[src/rtl/keypad_scan_ctrl.sv]
`default_nettype none
// ---------------------------------------------------------------------------
// keypad_scan_ctrl : 4x4 keypad row scanner, key hold/release and hex decode
// Revision 1.0
// ---------------------------------------------------------------------------
module keypad_scan_ctrl #(
   parameter int SETTLE_CYCLES  = 300,
   parameter int RELEASE_CYCLES = 30000
) (
   input  logic       clk,
   input  logic       rst,
   input  logic [3:0] col_n,
   output logic [3:0] row_n,
   output logic       key_pressed,
   output logic [3:0] row_idx,
   output logic [3:0] col_idx,
   input  logic       key_valid,
   input  logic [3:0] key_row,
   input  logic [3:0] key_col,
   output logic       new_key,
   output logic [3:0] key_code,
   output logic [3:0] digit_hi,
   output logic [3:0] digit_lo
);

   localparam int c_set_w = $clog2(SETTLE_CYCLES + 1);
   localparam int c_rel_w = $clog2(RELEASE_CYCLES + 1);
   localparam logic [c_set_w-1:0] c_set_last = c_set_w'(SETTLE_CYCLES - 1);
   localparam logic [c_rel_w-1:0] c_rel_last = c_rel_w'(RELEASE_CYCLES - 1);

   typedef enum logic [1:0] {
      ST_SETTLE = 2'd0,
      ST_SAMPLE = 2'd1,
      ST_HOLD   = 2'd2
   } state_t;

   state_t             r_state, w_state_nxt;
   logic [1:0]         r_row, w_row_nxt;
   logic [c_set_w-1:0] r_set_cnt, w_set_nxt;
   logic [c_rel_w-1:0] r_rel_cnt, w_rel_nxt;
   logic [3:0]         r_lat_row, w_lat_row_nxt;
   logic [3:0]         r_lat_col, w_lat_col_nxt;
   logic [3:0]         r_col_sync1, r_col_sync2;
   logic               r_kv_prev;

   logic [3:0] w_col_s;
   logic [3:0] w_row_drive;
   logic       w_hold;
   logic       w_accept;
   logic [3:0] w_code;

   function automatic logic is_onehot(input logic [3:0] v);
      return (v != 4'd0) && ((v & (v - 4'd1)) == 4'd0);
   endfunction

   function automatic logic [1:0] onehot_bin(input logic [3:0] v);
      case (v)
         4'b0010: return 2'd1;
         4'b0100: return 2'd2;
         4'b1000: return 2'd3;
         default: return 2'd0;
      endcase
   endfunction

   function automatic logic [3:0] hex_of(input logic [1:0] rb, input logic [1:0] cb);
      case ({rb, cb})
         4'h0: return 4'h1;   4'h1: return 4'h2;   4'h2: return 4'h3;   4'h3: return 4'hA;
         4'h4: return 4'h4;   4'h5: return 4'h5;   4'h6: return 4'h6;   4'h7: return 4'hB;
         4'h8: return 4'h7;   4'h9: return 4'h8;   4'hA: return 4'h9;   4'hB: return 4'hC;
         4'hC: return 4'hE;   4'hD: return 4'h0;   4'hE: return 4'hF;   default: return 4'hD;
      endcase
   endfunction

   assign w_col_s     = ~r_col_sync2;
   assign w_row_drive = 4'b0001 << r_row;
   assign w_hold      = (r_state == ST_HOLD);
   assign row_n       = w_hold ? ~r_lat_row : ~w_row_drive;
   assign row_idx     = w_hold ? r_lat_row : 4'd0;
   assign col_idx     = w_hold ? r_lat_col : 4'd0;
   assign key_pressed = w_hold && ((w_col_s & r_lat_col) != 4'd0);

   always_ff @(posedge clk) begin
      if (rst) begin
         r_state     <= ST_SETTLE;
         r_row       <= 2'd0;
         r_set_cnt   <= '0;
         r_rel_cnt   <= '0;
         r_lat_row   <= 4'd0;
         r_lat_col   <= 4'd0;
         r_col_sync1 <= 4'd0;
         r_col_sync2 <= 4'd0;
      end else begin
         r_state     <= w_state_nxt;
         r_row       <= w_row_nxt;
         r_set_cnt   <= w_set_nxt;
         r_rel_cnt   <= w_rel_nxt;
         r_lat_row   <= w_lat_row_nxt;
         r_lat_col   <= w_lat_col_nxt;
         r_col_sync1 <= col_n;
         r_col_sync2 <= r_col_sync1;
      end
   end

   always_comb begin
      w_state_nxt   = r_state;
      w_row_nxt     = r_row;
      w_set_nxt     = r_set_cnt;
      w_rel_nxt     = r_rel_cnt;
      w_lat_row_nxt = r_lat_row;
      w_lat_col_nxt = r_lat_col;
      case (r_state)
         ST_SETTLE: begin
            if (r_set_cnt == c_set_last) begin
               w_set_nxt   = '0;
               w_state_nxt = ST_SAMPLE;
            end else begin
               w_set_nxt = r_set_cnt + 1'b1;
            end
         end
         ST_SAMPLE: begin
            // Zero or multiple columns is treated as ghost/chord: move on.
            if (is_onehot(w_col_s)) begin
               w_lat_row_nxt = w_row_drive;
               w_lat_col_nxt = w_col_s;
               w_rel_nxt     = '0;
               w_state_nxt   = ST_HOLD;
            end else begin
               w_row_nxt   = r_row + 2'd1;
               w_state_nxt = ST_SETTLE;
            end
         end
         ST_HOLD: begin
            if (key_pressed) begin
               w_rel_nxt = '0;
            end else if (r_rel_cnt == c_rel_last) begin
               w_rel_nxt     = '0;
               w_row_nxt     = 2'd0;
               w_lat_row_nxt = 4'd0;
               w_lat_col_nxt = 4'd0;
               w_state_nxt   = ST_SETTLE;
            end else begin
               w_rel_nxt = r_rel_cnt + 1'b1;
            end
         end
         default: w_state_nxt = ST_SETTLE;
      endcase
   end

   assign w_accept = key_valid && !r_kv_prev && is_onehot(key_row) && is_onehot(key_col);
   assign w_code   = hex_of(onehot_bin(key_row), onehot_bin(key_col));

   always_ff @(posedge clk) begin
      if (rst) begin
         r_kv_prev <= 1'b0;
         new_key   <= 1'b0;
         key_code  <= 4'd0;
         digit_hi  <= 4'd0;
         digit_lo  <= 4'd0;
      end else begin
         r_kv_prev <= key_valid;
         new_key   <= w_accept;
         if (w_accept) begin
            key_code <= w_code;
            digit_hi <= digit_lo;
            digit_lo <= w_code;
         end
      end
   end

endmodule
`default_nettype wire

[config.mk]
export PLATFORM = sky130hd
export DESIGN_NAME = keypad_scan_ctrl
export DESIGN_NICKNAME = d
export VERILOG_FILES = /design/src/rtl/keypad_scan_ctrl.sv
export SDC_FILE = /design/constraint.sdc
export NUM_CORES = 1
export LEC_CHECK = 0
export BUFFER_PORTS_ARGS = -buffer_cell sky130_fd_sc_hd__buf_2
export CORE_ASPECT_RATIO = 0.7
export CORE_MARGIN = 1.5
export CORE_UTILIZATION = 30
export CTS_CLUSTER_SIZE = 8
export DETAILED_ROUTE_END_ITERATION = 6
export PLACE_DENSITY_LB_ADDON = 0.3
export SYNTH_ARGS = -nofsm -noshare
export SYNTH_HDL_FRONTEND = slang
export SYNTH_SLANG_ARGS = --single-unit
export TNS_END_PERCENT = 10
[constraint.sdc]
create_clock -name clk -period 2.2 [get_ports clk]
set_input_delay 0.44 -clock clk [delete_from_list [all_inputs] [get_ports clk]]
set_output_delay 0.44 -clock clk [all_outputs]
set_load 0.1 [all_outputs]
==> results_dict.tcl <==
set metrics [dict create \
    globalRouteMet2Util 0.204 \
    rsz0062_at_grt "no" \
    area_growth_pct 26.9 \
    dp_slack_ps 33.6 \
    fin_cells 499 \
    hpwl_mm 4.88 \
    grt_pass1_vias 2392 \
    cts_buffer_depth 2 \
    end_kind "flop" \
    synth_top_area_frac 0.379 \
    grt_antenna_before_repair 0 \
    min_period_ps 2040 \
    seq_area_frac_synth 0.379 \
    p_total_mw 2.07 \
    hold_path_class "primary input to flop" \
    avgSynthCellArea_um2 8.54 \
    crit_type "flop to flop" \
    syn_inst 334 \
    fmax_mhz 491 \
    synthTopCellsByArea "dfxtp_1 (38%), a21oi_1 (5.3%), ha_1 (4.8%), nand2_1 (4.1%), nand3_1 (3.5%)" \
    cp_num_buf_inv 0 \
    crit_chain "ha_1 -> nand3_1 -> nor4_4 -> or3_1 -> o22ai_1 -> a32o_1" \
    path_clk_slew_ps 70 \
    met3_usage 0.0319 \
    fin_nets 400 \
    drtIter0Drc 182 \
    status "complete, no violations" \
    drv_cap 0 \
    multiInputGateArea_um2 1690 \
    clock_sinks 54 \
    hold_buffers 0 \
    dr_total_vias 2517 \
    cp_slowest_cell "nor4_4" \
    grt_most_used_layer "met2" \
    syn-num-nets 360 \
    grt_pass1_wl_mm 11.2 \
    rows 29 \
    grt_max_degree 28 \
    cp_top_family "simple AND/OR/NAND/NOR gates" \
    ant_nets 0 \
    grt_util_met1 0.194 \
    avgViaCountPerCell 5.04 \
    yosysTopAreaCell "dfxtp_1" \
    dr.pass1.iters 4 \
    drive_gt1_frac 0.200 \
    period_share 0.926 \
    finalWirelength_mm 6.65 \
    grt-ovfl-total 0 \
    n_antenna_cell 0 \
    numCtsBuffers 5 \
    synth_edf_count 0 \
    min_path_cells 2 \
    cts_tree "yes" \
    worst_slack_ps 164 \
    dpl.cell_count 491 \
    yosysWarnings 0 \
    post_drt_wl_per_cell_um 13.3 \
    ff_latch_area_um2 1080 \
    async_reset_ff_frac 0 \
    fin_skew_ps 5.36 \
    nFillCells 933 \
    clock-root-buffer "clkbuf_16" \
    yosysUniqueCellTypes 54 \
    cp_slowest_stage_delay_ps 430 \
    powerDensity_nw_per_um2 571 \
    hold_ws_ps 351 \
    peakVddDrop_mv 0.299 \
    die_height_um 84.6 \
    globalRouteTotalUtil 0.138 \
    p_leak_nw 1.35 \
    die_w_um 120 \
    slew_viol_final 0 \
    startpoint_type "flop" \
    coreArea_um2 9140 \
    cts_htree_levels 2 \
    tightestPinTransition_ps 593 \
    critPathArrivalTime_ps 2230 \
    cts_setup_buffers 0 \
    clk_latency_ps 300 \
    cp_num_cells 6 \
    worst_r2r_path_depth 6 \
    hold_viol_final 0 \
    io_pins 41 \
    max_slew_margin 0.603 \
    portBuffers 40 \
    synth_area_um2 2850 \
    route.detailed.drc 0 \
    dieArea_um2 10100 \
    synth-seq-cells 54 \
    gp_congestion 0.857 \
    start_util 0.312 \
    cp_max_fo 7 \
    ys.flop_type "dfxtp_1" \
    crit_required_ps 2400 \
    setup_viol 0 \
]
==> sequential cells by signal, summed over array words and instances (netlist names), 2 cells and up <==
signal,count
r_rel_cnt,15
r_col_sync2,4
r_set_cnt,9
r_lat_row,4
r_state,2
digit_hi,4
digit_lo,4
r_lat_col,4
r_col_sync1,4
r_row,2
==> cell families (layout without fill, tap and decap cells) <==
kind of cell    count (synthesis)  count (layout)  share of synthesized area
xor+xnor                       14              14                     0.0430
simple gates                  145             145                      0.281
fa+ha+maj                      11              11                     0.0483
flops                          54              54                      0.379
mux                             5               5                     0.0180
buf+inv                        28              69                     0.0456
compound gates                 77              77                      0.185
==> placed cells by master, fill, tap and decap left out, types with 5 or more instances in the layout <==
cell,instances
dfxtp_1,54
nand2_1,31
buf_2,27
a21oi_1,26
nor2_1,23
nand3_1,20
buf_12,13
buf_4,13
nor2b_1,12
and2_1,12
ha_1,11
o21ai_0,10
xnor2_1,8
inv_1,7
or3_1,7
and3_1,6
xor2_1,6
o32ai_1,5
o21ai_1,5
a211oi_1,5
clkbuf_16,5
==> final cells by class <==
cell class	instances	area share
Timing Repair Buffer	53	0.136
Sequential cell	54	0.299
Multi-Input combinational cell	252	0.467
Inverter	8	0.00830
Clock inverter	3	0.0121
Tap cell	124	0.0429
Clock buffer	5	0.0346
==> through the flow <==
stage | util | TNS (ps) | cell area (µm²)
2_1_floorplan | - | -1530 | 2900
3_3_place_gp | 0.377 | 0 | 3440
4_1_cts | 0.395 | 0 | 3610
5_1_grt | 0.396 | 0 | 3620
3_5_place_dp | 0.377 | 0 | 3440
6_report | 0.396 | 0 | 3620
==> report_power, final <==
part | switching, mW | internal, mW | total [mW]
Sequential | 0.0119 | 0.991 | 1.00
Clock | 0.370 | 0.539 | 0.909
Combinational | 0.0998 | 0.0537 | 0.153
Total | 0.481 | 1.58 | 2.07
==> synth_stat cells, drive strengths merged (8+ instances only) <==
library cell	instances
buf	10
nand3	20
ha	11
nand2	31
nor2	23
and2	13
nor2b	12
a21oi	30
xnor2	8
o21ai	15
clkbuf	10
dfxtp	54
==> routing by layer <==
| layer | wire length [µm] | vias to the layer above |
|---|---|---|
| met1 | 3460 | 1165 |
| met5 | 0 | - |
| met2 | 2720 | 69 |
| li1 | - | 1273 |
| met3 | 340 | 10 |
| met4 | 123 | 0 |
==> what timing repair did <==
| action | CTS | global route |
|---|---|---|
| hold endpoints to repair | 0 | 0 |
| setup endpoints to repair | 0 | 4 |
| gates resized for setup | 0 | 1 |
==> path summary, 6_finish.rpt <==
| check | end | slack, ps | from |
|---|---|---|---|
| worst min-delay path | r_col_sync1[3] | 350 | col_n[3] |
| worst max-delay path | r_rel_cnt[14] | 160 | r_rel_cnt[1] |
| worst min register to register | r_col_sync2[1] | 440 | r_col_sync1[1] |
| worst max register to register | r_rel_cnt[14] | 160 | r_rel_cnt[1] |
==> worst reg2reg max path, stage by stage (launching register included) <==
cell,delay (ps)
dfxtp_1,370
ha_1,220
nand3_1,160
nor4_4,430
or3_1,340
o22ai_1,140
a32o_1,270
(Power assumes the default switching activity.)
